### config.mk
export PLATFORM = sky130hd
export DESIGN_NAME = move_sequencer
export DESIGN_NICKNAME = d
export VERILOG_FILES = /design/src/rtl/move_seq_pkg.sv /design/src/rtl/stall_watchdog.sv /design/src/rtl/move_sequencer.sv
export SDC_FILE = /design/constraint.sdc
export NUM_CORES = 1
export LEC_CHECK = 0
export BUFFER_PORTS_ARGS = -buffer_cell sky130_fd_sc_hd__buf_2
export CAP_MARGIN = 20
export CORE_ASPECT_RATIO = 0.5
export CORE_MARGIN = 2
export CORE_UTILIZATION = 60
export DETAILED_ROUTE_END_ITERATION = 16
export PLACE_DENSITY = 0.86
export RECOVER_POWER = 100
export SYNTH_ARGS = -nofsm -noshare
export SYNTH_HDL_FRONTEND = slang
export SYNTH_SLANG_ARGS = --single-unit
### constraint.sdc
create_clock -name clk -period 5.9 [get_ports clk]
set_clock_uncertainty 0.05 [all_clocks]
set_input_delay 1.18 -clock clk [delete_from_list [all_inputs] [get_ports clk]]
set_output_delay 1.18 -clock clk [all_outputs]
set_load 0.03 [all_outputs]
### src/rtl/move_seq_pkg.sv
// Shared types and constants for the move sequencer.
// MOVE_SEQ_STALL_EN (optional) enables the stall watchdog in move_sequencer.
package move_seq_pkg;

    typedef enum logic [2:0] {
        IDLE,
        CLEAR,
        SETTLE,
        RUN,
        STOP,
        DONE
    } seq_state_e;

    localparam logic [1:0] ST_OK     = 2'b00;
    localparam logic [1:0] ST_ABORT  = 2'b01;
    localparam logic [1:0] ST_STALL  = 2'b10;
    localparam logic [1:0] ST_REJECT = 2'b11;

    localparam logic [1:0] CLR_ALL   = 2'b11;

    // True when a leads b by more than tol; 17-bit sum so b + tol cannot wrap.
    function automatic logic leads(input logic [15:0] a, input logic [15:0] b,
                                   input int unsigned tol);
        return {1'b0, a} > ({1'b0, b} + 17'(tol));
    endfunction

endpackage

### src/rtl/stall_watchdog.sv
// Counts cycles since either position input last changed; flags expiry while armed.
// Compiled only when MOVE_SEQ_STALL_EN is defined.
`ifdef MOVE_SEQ_STALL_EN
module stall_watchdog #(
    parameter int unsigned TIMEOUT_CYCLES = 1000000
) (
    input  logic        clk,
    input  logic        rst_n,
    input  logic        arm,
    input  logic [15:0] pos_a,
    input  logic [15:0] pos_b,
    output logic        expired
);

    localparam logic [31:0] Limit = 32'(TIMEOUT_CYCLES - 1);

    logic [15:0] pos_a_q;
    logic [15:0] pos_b_q;
    logic [31:0] cnt_q;
    logic        moved;

    assign moved   = (pos_a != pos_a_q) || (pos_b != pos_b_q);
    assign expired = arm && !moved && (cnt_q >= Limit);

    always_ff @(posedge clk or negedge rst_n) begin
        if (!rst_n) begin
            pos_a_q <= '0;
            pos_b_q <= '0;
            cnt_q   <= '0;
        end else begin
            pos_a_q <= pos_a;
            pos_b_q <= pos_b;
            if (!arm || moved) begin
                cnt_q <= '0;
            end else if (cnt_q < Limit) begin
                cnt_q <= cnt_q + 32'd1;
            end
        end
    end

endmodule
`endif

### src/rtl/move_sequencer.sv
// Sequences one straight two-motor move against the posManager counters.
// MOVE_SEQ_STALL_EN adds a RUN-state stall watchdog (status 10 on timeout).
module move_sequencer
    import move_seq_pkg::*;
#(
    parameter int unsigned SETTLE_CYCLES  = 4,
    parameter int unsigned BRAKE_CYCLES   = 16,
    parameter int unsigned BAL_TOL        = 2,
    parameter int unsigned TIMEOUT_CYCLES = 1000000
) (
    input  logic        clk,
    input  logic        rst_n,
    input  logic        cmd_valid,
    output logic        cmd_ready,
    input  logic [15:0] cmd_dist,
    input  logic        abort,
    input  logic [15:0] pos12,
    input  logic [15:0] pos22,
    input  logic [31:0] count_clk,
    output logic [1:0]  clear,
    output logic        m1_en,
    output logic        m2_en,
    output logic        busy,
    output logic        done,
    output logic [1:0]  status,
    output logic [31:0] elapsed
);

    if (SETTLE_CYCLES == 0 || BRAKE_CYCLES == 0 || TIMEOUT_CYCLES == 0) begin : g_param_check
        $error("move_sequencer: cycle parameters must be at least 1");
    end

    localparam logic [31:0] SettleLoad = 32'(SETTLE_CYCLES - 1);
    localparam logic [31:0] BrakeLoad  = 32'(BRAKE_CYCLES - 1);

    seq_state_e  state_q, state_d;
    logic [31:0] cnt_q, cnt_d;
    logic [15:0] target_q, target_d;
    logic [1:0]  status_q, status_d;
    logic [31:0] elapsed_q, elapsed_d;
    logic        done_cond_q;
    logic        stall_expired;

`ifdef MOVE_SEQ_STALL_EN
    stall_watchdog #(
        .TIMEOUT_CYCLES(TIMEOUT_CYCLES)
    ) u_stall_watchdog (
        .clk    (clk),
        .rst_n  (rst_n),
        .arm    (state_q == RUN),
        .pos_a  (pos12),
        .pos_b  (pos22),
        .expired(stall_expired)
    );
`else
    assign stall_expired = 1'b0;
`endif

    always_comb begin
        state_d   = state_q;
        cnt_d     = cnt_q;
        target_d  = target_q;
        status_d  = status_q;
        elapsed_d = elapsed_q;
        clear     = 2'b00;
        m1_en     = 1'b0;
        m2_en     = 1'b0;
        cmd_ready = 1'b0;
        done      = 1'b0;
        busy      = 1'b1;

        unique case (state_q)
            IDLE: begin
                busy      = 1'b0;
                cmd_ready = 1'b1;
                if (cmd_valid) begin
                    target_d  = cmd_dist;
                    status_d  = ST_OK;
                    elapsed_d = '0;
                    if (cmd_dist[15]) begin
                        status_d = ST_REJECT;
                        state_d  = DONE;
                    end else begin
                        state_d = CLEAR;
                    end
                end
            end
            CLEAR: begin
                clear = CLR_ALL;
                if (abort) begin
                    status_d = ST_ABORT;
                    cnt_d    = BrakeLoad;
                    state_d  = STOP;
                end else begin
                    cnt_d   = SettleLoad;
                    state_d = SETTLE;
                end
            end
            SETTLE: begin
                if (abort) begin
                    status_d = ST_ABORT;
                    cnt_d    = BrakeLoad;
                    state_d  = STOP;
                end else if (cnt_q == '0) begin
                    if (target_q == '0) begin
                        cnt_d   = BrakeLoad;
                        state_d = STOP;
                    end else begin
                        state_d = RUN;
                    end
                end else begin
                    cnt_d = cnt_q - 32'd1;
                end
            end
            RUN: begin
                m1_en = !leads(pos12, pos22, BAL_TOL);
                m2_en = !leads(pos22, pos12, BAL_TOL);
                // Priority: reaching target, then abort, then stall.
                if (done_cond_q || abort || stall_expired) begin
                    elapsed_d = count_clk;
                    cnt_d     = BrakeLoad;
                    state_d   = STOP;
                    if (done_cond_q) begin
                        status_d = ST_OK;
                    end else if (abort) begin
                        status_d = ST_ABORT;
                    end else begin
                        status_d = ST_STALL;
                    end
                end
            end
            STOP: begin
                if (cnt_q == '0) begin
                    state_d = DONE;
                end else begin
                    cnt_d = cnt_q - 32'd1;
                end
            end
            DONE: begin
                done    = 1'b1;
                state_d = IDLE;
            end
            default: state_d = IDLE;
        endcase
    end

    always_ff @(posedge clk or negedge rst_n) begin
        if (!rst_n) begin
            state_q     <= IDLE;
            cnt_q       <= '0;
            target_q    <= '0;
            status_q    <= ST_OK;
            elapsed_q   <= '0;
            done_cond_q <= 1'b0;
        end else begin
            state_q     <= state_d;
            cnt_q       <= cnt_d;
            target_q    <= target_d;
            status_q    <= status_d;
            elapsed_q   <= elapsed_d;
            // Only meaningful in RUN, so a stale compare never ends a fresh move.
            done_cond_q <= (state_q == RUN) && (pos12 >= target_q) && (pos22 >= target_q);
        end
    end

    assign status  = status_q;
    assign elapsed = elapsed_q;

endmodule

==> metrics.md <==
| Metric | Value |
|---|---|
| Vias post-DR | `5719` |
| Largest cells by area after synthesis | `dfrtp_1 (35%), ha_1 (14%), nand2_1 (6.9%)` |
| Port Buffers | `124` |
| Area delta synth->final | `15.4%` |
| Seq/Total Area, Yosys | `35.4%` |
| CORE AREA | `9630 um2` |
| Total wire length | `15000 um` |
| Mapped Area | `6080 um2` |
| Post-CTS setup buffer count | `0` |
| Avg WL per Cell | `15.8 um` |
| Worst reg2reg startpoint | `cnt_q[0]` |
| Mapped Avg Cell Area | `8.81 um2` |
| H-tree Lvls | `3` |
| Die width | `146 um` |
| Root Buffer | `clkbuf_16` |
| Syn nets | `840` |
| Reg clk slew, reported paths | `0.06 ns` |
| Final TNS setup | `0 ns` |
| Vert. Die Dim | `75.2 um` |
| Total Power | `3.38 mW` |
| Hold Crit Depth | `1` |
| Failing checks | `capacitance limit, slew limit` |
| Final core occ | `72.8%` |
| Hold path startpoint | `cnt_q[31]` |
| Hold WS | `0.443 ns` |
| Hold WC Path Type | `reg2reg` |
| Critical R2R Capture | `state_q[1]` |
| Top-count cell post-synth | `nand2_1` |
| CTS tree | `yes` |
| Post-synthesis instance total | `690` |
| WS Path Type | `in2out` |
| PostCTS Resize Cnt | `0` |
| DR vias/cell | `6.05` |
| # Max-Cap Violations | `1` |
| Commonest cells in the netlist | `nand2_1 (112), dfrtp_1 (86), ha_1 (66)` |
| Crit path max fanout | `5` |
| Reg2reg setup slack | `1.26 ns` |
| Row cnt | `25` |
| Area leader, netlist | `dfrtp_1` |
| VDD IR max | `0.285 mV` |
| Reg2Reg Depth | `7` |
| Initial Utilization | `63.1%` |
| Pwr/cell area | `483 nW/um2` |
| Die area | `11000 um2` |
| Post-synthesis cell type count | `62` |
| Placed Instances | `926` |
| CTS Hold Bufs | `0` |
| Drt drc | `0` |
| Filler cell count | `779` |
| LEAKAGE | `3.43 nW` |
| Worst Hold Endpoint | `cnt_q[31]` |
| Max Slew Vio Count | `17` |
| EDFF count, synth | `0` |
| NumNets Final | `954` |
| Arr. time, crit path | `3.82 ns` |
| Status | `complete, but fails checks` |
| Unrepaired setup endpoints after global routing | `no` |
| Post-DP HPWL | `10800 um` |
| Starting DRT DRC Count | `415` |
| CP endpoint kind | `output pin` |
| Total grt overflow | `0` |
| First-pass GRT wire length | `24600 um` |
| Ys async rst share | `100%` |
| Setup Viol. Count Final | `0` |
| Synth Register Bits | `86` |
| GRT Total Usage | `27.5%` |
| Top-area cell type share of the netlist area | `35.4%` |
| Initial antenna violation count | `0` |
| Worst slew margin relative to its limit | `-48.5%` |
| CTS sink cnt | `86` |
| Fin crit share | `85.5%` |
| CTS Buf Count | `9` |
| Final hold violation count | `0` |
| FMAX | `198 MHz` |
| Fraction of layout cells with a size suffix above 1 | `15.0%` |
| Startpoint Class | `input pin` |
| Clk buf depth | `2` |
| Post-route ant nets | `0` |
| GP Congestion | `0.872` |
| Largest net degree at the start of global routing | `87` |
| Worst skew pair latency | `0.34 ns` |
| Synth Warn # | `0` |
| Router iterations before antenna repair | `5` |
| Vias in the first global route | `5310` |
| Post-route insts no fill | `945` |
| Clock period minus final worst setup slack | `5.05 ns` |
| Primary FF master, synth | `dfrtp_1` |
| Worst slew pin tran | `2.21 ns` |
| IO Pins | `125` |
| CP required | `4.67 ns` |
==> how the worst max path moves through the flow <==
stage | from | endpoint | slack (ns) | cells after the start
floorplan | pos12[1] | m2_en | 1.21 | 11
global placement | pos12[1] | m2_en | 1.06 | 13
finish | pos12[1] | m2_en | 0.85 | 13
detailed placement | pos12[1] | m2_en | 0.99 | 13
CTS | pos12[1] | m2_en | 0.99 | 13
global route | pos12[2] | m2_en | 0.68 | 13
==> cells in the final DEF (no fill, tap or decap), types with 5 or more instances in the layout <==
master,n
a211oi_1,6
a21o_1,14
a21oi_1,24
a31oi_1,11
and3_1,10
and4_1,5
buf_2,80
clkbuf_1,48
clkbuf_16,9
dfrtp_1,86
ha_1,66
inv_1,31
mux2_2,15
nand2_1,112
nand2b_1,6
nand3_1,55
nand4_1,16
nor2_1,33
nor2b_1,7
nor3_1,23
nor4_1,14
o211ai_1,5
o21ai_0,25
o31ai_1,5
or3_1,10
xnor2_1,12
xor2_1,18
==> power by group <==
part	internal, mW	switching (mW)
registers	0.845	0.236
logic	0.588	1.14
clock network	0.351	0.222
total	1.78	1.60
==> per-layer routing <==
layer / GRT usage [%] / vias to the layer above / wire length [um]
met2: 49.4 / 212 / 7330
met4: 9.92 / 0 / 328
met5: 0 / - / 0
li1: - / 2752 / -
met3: 3.94 / 33 / 890
met1: 35.1 / 2722 / 6410
==> through the flow <==
stage               worst slack [ns]  area, um2
floorplan                       1.21       6080
global placement                1.06       6760
detailed placement             0.986       6770
CTS                            0.987       7080
global route                   0.682       7010
finish                         0.855       7010
==> registers in the layout, indices dropped and copies added, names as in the netlist <==
signal	cells
done_cond_q	1
cnt_q	32
elapsed	32
target_q	16
state_q	3
status	2
==> kinds of logic (layout without fill, tap and decap cells) <==
| family | count (synthesis) | in the layout | share of synthesized area [%] |
|---|---|---|---|
| muxes | 17 | 17 | 3.11 |
| AOI/OAI and AO/OA | 122 | 122 | 13.6 |
| and+or+nand+nor | 313 | 313 | 26.1 |
| xor gates and xnor gates | 30 | 30 | 4.32 |
| DFF | 86 | 86 | 35.4 |
| buffers and inverters | 56 | 175 | 3.83 |
| other | 0 | 1 | 0 |
| adders and majority gates | 66 | 66 | 13.6 |
==> area by class of cell <==
class | count | area [um2] | area share [%]
clock buffer | 13 | 260 | 3.71
inverter | 31 | 116 | 1.66
clock inverter | 3 | 42.5 | 0.607
timing repair buffer | 128 | 608 | 8.68
sequential | 86 | 2150 | 30.7
antenna | 1 | 2.50 | 0.0357
multi-input combinational | 548 | 3660 | 52.2
tap | 135 | 169 | 2.41
==> worst max-delay path: stages <==
cell and delay [ns]:
buf_2 0.13, ha_1 0.19, nand3_1 0.11, nor2_1 0.23, and3_1 0.25, nand4_1 0.12
xor2_1 0.16, ha_1 0.28, and4_1 0.19, nand4_1 0.12, o32a_1 0.37, o22ai_1 0.15
clkbuf_1 0.33
No activity file was read; power rests on OpenSTA's default activity.
